## src/rtl/ram_arbiter.sv

```systemverilog
// Arbitrates instruction-fetch and load/store requests onto one shared RAM port: one access per two cycles.
// Build option ARBITER_ROUND_ROBIN_EN: round-robin tie-break; otherwise fixed data priority with starvation limit.
module ram_arbiter #(
  parameter int unsigned STARVE_LIMIT = 4
) (
  input  logic        clock,
  input  logic        reset,
  input  logic        inst_request,
  input  logic [31:0] inst_address,
  output logic        inst_valid,
  output logic [31:0] inst_data,
  input  logic        data_request,
  input  logic        data_write,
  input  logic [31:0] data_address,
  input  logic [31:0] data_write_data,
  input  logic [3:0]  data_select,
  output logic        data_valid,
  output logic [31:0] data_read_data,
  output logic        ram_chip_enable,
  output logic        ram_read_enable,
  output logic        ram_write_enable,
  output logic [31:0] ram_read_address,
  output logic [31:0] ram_write_address,
  output logic [31:0] ram_write_data,
  output logic [3:0]  ram_write_select,
  input  logic [31:0] ram_read_data,
  output logic        busy
);

  typedef enum logic [1:0] {
    IDLE       = 2'd0,
    GRANT_INST = 2'd1,
    GRANT_DATA = 2'd2
  } state_e;

  state_e      state_q;
  logic [31:0] addr_q;
  logic [31:0] wdata_q;
  logic [3:0]  sel_q;
  logic        write_q;
  logic        inst_valid_q;
  logic        data_valid_q;
  logic [31:0] inst_data_q;
  logic [31:0] data_rdata_q;
  logic        pick_inst_d;
  logic        grant_inst_d;
  logic        grant_data_d;

`ifdef ARBITER_ROUND_ROBIN_EN
  logic last_grant_inst_q;

  // On a tie the port that did not win last time goes next.
  assign pick_inst_d = inst_request && (!data_request || !last_grant_inst_q);
`else
  localparam logic [3:0] LIMIT = 4'(STARVE_LIMIT);
  logic [3:0] starve_q;

  assign pick_inst_d = inst_request && (!data_request || (starve_q == LIMIT));
`endif

  assign grant_inst_d = (state_q == IDLE) && pick_inst_d;
  assign grant_data_d = (state_q == IDLE) && data_request && !pick_inst_d;

  always_ff @(posedge clock) begin
    if (reset) begin
      state_q      <= IDLE;
      addr_q       <= '0;
      wdata_q      <= '0;
      sel_q        <= '0;
      write_q      <= 1'b0;
      inst_valid_q <= 1'b0;
      data_valid_q <= 1'b0;
      inst_data_q  <= '0;
      data_rdata_q <= '0;
`ifdef ARBITER_ROUND_ROBIN_EN
      last_grant_inst_q <= 1'b0;
`else
      starve_q <= '0;
`endif
    end else begin
      inst_valid_q <= (state_q == GRANT_INST);
      data_valid_q <= (state_q == GRANT_DATA);
      case (state_q)
        IDLE: begin
          if (grant_inst_d) begin
            state_q <= GRANT_INST;
            addr_q  <= inst_address;
            write_q <= 1'b0;
            sel_q   <= '0;
            wdata_q <= '0;
          end else if (grant_data_d) begin
            state_q <= GRANT_DATA;
            addr_q  <= data_address;
            write_q <= data_write;
            sel_q   <= data_select;
            wdata_q <= data_write_data;
          end
`ifdef ARBITER_ROUND_ROBIN_EN
          if (grant_inst_d) begin
            last_grant_inst_q <= 1'b1;
          end else if (grant_data_d) begin
            last_grant_inst_q <= 1'b0;
          end
`else
          // Counts data wins that overtook a waiting fetch; never passes the limit.
          if (!inst_request || grant_inst_d) begin
            starve_q <= '0;
          end else if (grant_data_d && (starve_q != LIMIT)) begin
            starve_q <= starve_q + 4'd1;
          end
`endif
        end
        GRANT_INST: begin
          inst_data_q <= ram_read_data;
          state_q     <= IDLE;
        end
        GRANT_DATA: begin
          if (!write_q) begin
            data_rdata_q <= ram_read_data;
          end
          state_q <= IDLE;
        end
        default: state_q <= IDLE;
      endcase
    end
  end

  // Enables are gated by reset directly so a reset landing mid-grant cannot commit a store.
  assign ram_chip_enable   = !reset && (state_q != IDLE);
  assign ram_read_enable   = ram_chip_enable && !((state_q == GRANT_DATA) && write_q);
  assign ram_write_enable  = !reset && (state_q == GRANT_DATA) && write_q;
  assign ram_read_address  = addr_q;
  assign ram_write_address = addr_q;
  assign ram_write_data    = wdata_q;
  assign ram_write_select  = sel_q;

  assign inst_valid     = inst_valid_q;
  assign inst_data      = inst_data_q;
  assign data_valid     = data_valid_q;
  assign data_read_data = data_rdata_q;
  assign busy           = (state_q != IDLE);

endmodule

```

## config.mk

```make
export PLATFORM = sky130hd
export DESIGN_NAME = ram_arbiter
export DESIGN_NICKNAME = d
export VERILOG_FILES = /design/src/rtl/ram_arbiter.sv
export SDC_FILE = /design/constraint.sdc
export NUM_CORES = 1
export LEC_CHECK = 0
export CAP_MARGIN = 20
export CORE_ASPECT_RATIO = 0.7
export CORE_MARGIN = 4
export CORE_UTILIZATION = 37
export CTS_BUF_LIST = sky130_fd_sc_hd__clkbuf_8 sky130_fd_sc_hd__clkbuf_16
export CTS_CLUSTER_SIZE = 30
export DETAILED_ROUTE_END_ITERATION = 8
export PLACE_DENSITY = 0.78
export SETUP_SLACK_MARGIN = 0.1
export SLEW_MARGIN = 20
export SYNTH_ARGS = -nofsm -noshare
export SYNTH_HDL_FRONTEND = slang
export SYNTH_SLANG_ARGS = --single-unit
export TNS_END_PERCENT = 1
```

## constraint.sdc

```tcl
create_clock -name clock -period 1.7 [get_ports clock]
set_clock_uncertainty 0.1 [all_clocks]
set_input_delay 0.17 -clock clock [delete_from_list [all_inputs] [get_ports clock]]
set_output_delay 0.17 -clock clock [all_outputs]
set_load 0.01 [all_outputs]
```

Yosys cells after proc, flatten, opt, wreduce, memory -nomap -nowiden
Index checks and enable logic that the tools add are counted.
{ "word_totals": {"register_bits": 141, "in_bits": 137, "output_inout_bits": 170, "word_cells": 56} }
{ "op_classes": {"add_sub_neg": 1, "eq_ne": 4, "n_mux": 12, "bitwise_logic": 2, "reduce_logical": 26} }
{ "ops": {"columns": ["operator", "count"], "rows": [
  ["$mux W32", 4],
  ["$mux W4", 4],
  ["$logic_and A1 B1 Y1", 10],
  ["$reduce_and A2 Y1", 3],
  ["$reduce_bool A2 Y1", 3],
  ["$logic_not A1 Y1", 5],
  ["$add A4 B1 Y4 const B", 1],
  ["$eq A4 B3 Y1 const B", 1],
  ["$mux W1", 4],
  ["$ne A4 B3 Y1 const B", 1],
  ["$reduce_or A3 Y1", 1],
  ["$eq A2 B1 Y1 const B", 1],
  ["$eq A2 B2 Y1 const B", 1],
  ["$logic_not A2 Y1", 1],
  ["$logic_or A1 B1 Y1", 2],
  ["$not A1 Y1", 2],
  ["$reduce_or A2 Y1", 1]
]} }

Depth between registers and ports, before layout
{ "depth": {"word_depth": 8, "mapped_depth": 8, "ltp_nobuf": 5} }

Worst setup path after synthesis
No wires, ideal clock.
{ "synth_timing": {"kind": "reg-to-reg", "from": "register starve_q[0]", "to": "register addr_q[17], in the netlist ram_read_address[17]", "setup_ps": 103, "arrival_ps": 1459, "path_slack_ps": 38, "stages_incl_launch_ff": 8, "synth_period_minus_slack_ps": 1662, "cell_sequence": "dfxtp_1 > inv_1 > ha_1 > nand3b_2 > a211oi_2 > buf_6 > buf_6 > a2111oi_2"} }
{ "synth_between": {"elab_chain_len": 7, "elab_cells_between_ends": 9} }
{ "synth_lines": {"columns": ["element", "line", "source"], "rows": [
  ["start: declaration", "56", "logic [3:0] starve_q;"],
  ["start signal: assignment", "109", "starve_q <= starve_q + 4'd1;"],
  ["$eq A4 B3 Y1 (*)", "58", "assign pick_inst_d = inst_request && (!data_request || (starve_q == LIMIT));"],
  ["$logic_or A1 B1 Y1 (*)", "58", null],
  ["$logic_and A1 B1 Y1 (*)", "58", null],
  ["$logic_not A1 Y1", "62", "assign grant_data_d = (state_q == IDLE) && data_request && !pick_inst_d;"],
  ["$logic_and A1 B1 Y1", "62", null],
  ["$reduce_bool A2 Y1 (no source line)", null, null],
  ["$reduce_and A2 Y1 (no source line)", null, null],
  ["end signal: assignment", "87", "addr_q <= inst_address;"],
  ["end signal: assignment", "93", "addr_q <= data_address;"],
  ["end: declaration", "37", "logic [31:0] addr_q;"]
]} }
Mark *: on every way between the ends. The rest lies on a longest branch, timed or not.
A chain may end at the register's enable or synchronous reset.

Worst setup path after layout
{ "layout_timing": {"from": "register starve_q[0]", "to": "register addr_q[22], in the netlist ram_read_address[22]"} }
The elaborated chain is that of the path after synthesis.

==> flow_summary.json <==
{
  "status": "complete, no violations",
  "start_util_pct": 37.7,
  "cts.clk_slew.worst_paths_ns": 0.07,
  "dieArea_um2": 18800,
  "hold_depth": 3,
  "drtIter0Drc": 421,
  "viasPerCell": 4.92,
  "dieHeight_um": 116,
  "r2r-end": "ram_read_address[22]",
  "synth_cell_types": 37,
  "rrSetupSlack_ns": 0.05,
  "tightest_slew_ns": 0.570,
  "yosys-top-cells-area": "dfxtp_1 46%, a21oi_1 9.9%, nand2_1 8.0%",
  "vdd_drop_max_mv": 0.556,
  "cts.sinks": 141,
  "power_density_nw_per_um2": 877,
  "final_antenna_net_count": 0,
  "syn_nets": 839,
  "ys_warn_count": 0,
  "crit_type": "reg2reg",
  "hp-start": "inst_address[6]",
  "globalRouteTotalUtil_pct": 20.9,
  "vias": 5987,
  "min_path_type": "in2reg",
  "multiInputGateArea_um2": 2700,
  "yosysTopAreaCell": "dfxtp_1",
  "synth_edf_count": 0,
  "holdWs_ns": 0.212,
  "grt-ovfl-total": 0,
  "ys_ff_latch": 141,
  "leakagePower_nw": 5.11,
  "hold_violations": 0,
  "synthArstFlopShare_pct": 0,
  "cts_made_buffers": 17,
  "port_buffers": 306,
  "cp-end-kind": "register",
  "max_cap_violations": 0,
  "cts-root-buf": "clkbuf_16",
  "clockBufferDepth": 2,
  "cp_max_fo": 7,
  "fin_area_um2": 10300,
  "wl_per_cell_um": 16.9,
  "start_kind": "register",
  "clk_latency_ns": 0.41,
  "cp.arrival_ns": 1.86,
  "rr_worst_depth": 7,
  "slew_violations": 0,
  "die_w_um": 162,
  "grt_first_pass_wirelength_um": 31400,
  "r2r-start": "starve_q[0]",
  "rsz0062_at_grt": "yes",
  "finalSetupViolCount": 0,
  "fillCellCount": 1389,
  "drc": 0,
  "synth_area_um2": 6170,
  "syn_to_final_growth_pct": 66.7,
  "place_worst_setup_slack_ns": -0.194,
  "regArea_um2": 2840,
  "hold_end": "ram_read_address[6]",
  "cp_data_required_time_ns": 1.91,
  "place_area_um2": 9430,
  "drive_above_1_share_pct": 17.6,
  "antenna_cells": 0,
  "gp_congestion": 0.802,
  "antenna_found_initial": 0,
  "grt_pass1_vias": 5861,
  "row_count": 39,
  "fin_util_pct": 62.9,
  "ys.flop_type": "dfxtp_1",
  "slew_headroom_pct": 62.0,
  "io_pins": 307,
  "setup_ws_ns": 0.0540,
  "finalCritPeriodShare_pct": 96.8,
  "final_nets": 1119,
  "syn_area_per_cell_um2": 8.82,
  "fmax_mhz": 608,
  "cts.htree.levels": 4,
  "dr.pass1.iters": 6,
  "syn_inst": 700,
  "cts_tree": "yes",
  "seq_area_frac_synth_pct": 45.7,
  "hpwl_um": 14300,
  "core_area_um2": 16300,
  "period_minus_slack_ns": 1.65,
  "wl_um": 20600,
  "yosysTopAreaCellShare_pct": 45.7,
  "grt_max_degree": 87
}
[Yosys cell counts, types with 2 or more instances]
| cell | instances |
|---|---|
| nor3b_1 | 2 |
| nor3_2 | 29 |
| buf_8 | 4 |
| nand3_1 | 25 |
| a21oi_1 | 122 |
| nor2b_1 | 2 |
| buf_6 | 10 |
| buf_4 | 33 |
| and2_1 | 2 |
| and4b_1 | 2 |
| a31oi_1 | 2 |
| o21ai_0 | 23 |
| inv_1 | 36 |
| buf_2 | 19 |
| ha_1 | 2 |
| mux2i_1 | 14 |
| clkbuf_1 | 29 |
| nand4_1 | 3 |
| nor3_1 | 18 |
| a2111oi_2 | 29 |
| nor2_1 | 4 |
| nand2_1 | 132 |
| a2111oi_0 | 2 |
| nand4b_1 | 3 |
| dfxtp_1 | 141 |
[sequential cells by signal (all words and copies together) (netlist names)]
name / cells
state_q: 2
write_q: 1
data_valid: 1
ram_read_address: 32
inst_valid: 1
data_read_data: 32
ram_write_data: 32
ram_write_select: 4
inst_data: 32
starve_q: 4
[where the power goes]
group / leakage, nW / switching (mW) / internal (mW)
Combinational: 3.68 / 0.818 / 0.930
Clock: 0.274 / 1.58 / 2.07
Sequential: 1.16 / 0.126 / 3.50
Total: 5.11 / 2.52 / 6.50
[through the flow]
step | setup TNS, ns | total power [mW] | cells
after floorplan | 0 | 4.55 | 700
after global placement | -5.36 | 5.54 | 1177
after detailed placement | -7.19 | 5.56 | 1177
after CTS | 0 | 9.11 | 1213
after global routing | -0.0830 | 9.42 | 1218
final | 0 | 9.02 | 1218
[worst max-delay path by stage]
stage | start | end | slack [ns] | depth (start not counted)
final | starve_q[0] | ram_read_address[22] | 0.05 | 7
after global routing | starve_q[0] | ram_read_address[2] | -0.03 | 7
after CTS | starve_q[0] | ram_read_address[1] | 0.04 | 6
after detailed placement | data_request | ram_read_address[9] | -0.19 | 5
after global placement | data_request | ram_read_address[2] | -0.16 | 5
after floorplan | starve_q[0] | ram_read_address[17] | 0.12 | 7
[per-layer routing]
| layer | routed length, um | part of all wire, % | global-route usage [%] |
|---|---|---|---|
| met3 | 1970 | 9.5 | 8.43 |
| met4 | 231 | 1.1 | 5.80 |
| met1 | 8620 | 42 | 25.8 |
| met2 | 9820 | 48 | 34.0 |
| met5 | 0 | 0 | 0 |
[timing repair]
action | in CTS | in global routing
endpoints found under the setup margin | 155 | 99
cloned | 1 | 0
hold buffers | 1 | 0
setup buffers | 2 | 5
resized for setup | 125 | 80
pin swaps | 36 | 11
hold endpoints to repair | 1 | 0
[worst max-delay path, cell delays in order (launching register included)]
cell and delay [ns]:
dfxtp_2 0.32, inv_2 0.07, ha_4 0.15, and4b_4 0.31, buf_4 0.14, buf_8 0.13
nor3_4 0.05, a2111oi_4 0.28
[cell usage in the layout (no fill, tap or decap), types with 15 or more instances in the layout]
cell type        instances
dlygate4sd2_1           87
buf_4                   29
clkbuf_16               17
a2111oi_2               30
clkdlybuf4s50_1        150
o21ai_0                 23
nand2_1                132
nand3_1                 25
nor3_2                  30
dfxtp_1                135
inv_1                   34
buf_12                  17
a21oi_1                121
nor3_1                  15
dlymetal6s2s_1          64
[logic make-up after synthesis]
| logic type | after synthesis | share of synthesized area [%] |
|---|---|---|
| AO/OA/AOI/OAI | 180 | 19.7 |
| adder cells (fa/ha/maj) | 2 | 0.405 |
| buffers and inverters | 134 | 12.8 |
| AND/OR/NAND/NOR | 229 | 19.1 |
| flip-flops | 141 | 45.7 |
| multiplexers | 14 | 2.27 |
[layout make-up]
cell class	count	area share, %
Tap cell	225	2.74
Clock buffer	17	4.14
Inverter	37	1.37
Clock inverter	15	1.50
Multi-Input combinational cell	425	26.3
Sequential cell	141	27.6
Timing Repair Buffer	358	36.4
Power figures use the tool's default switching activity.
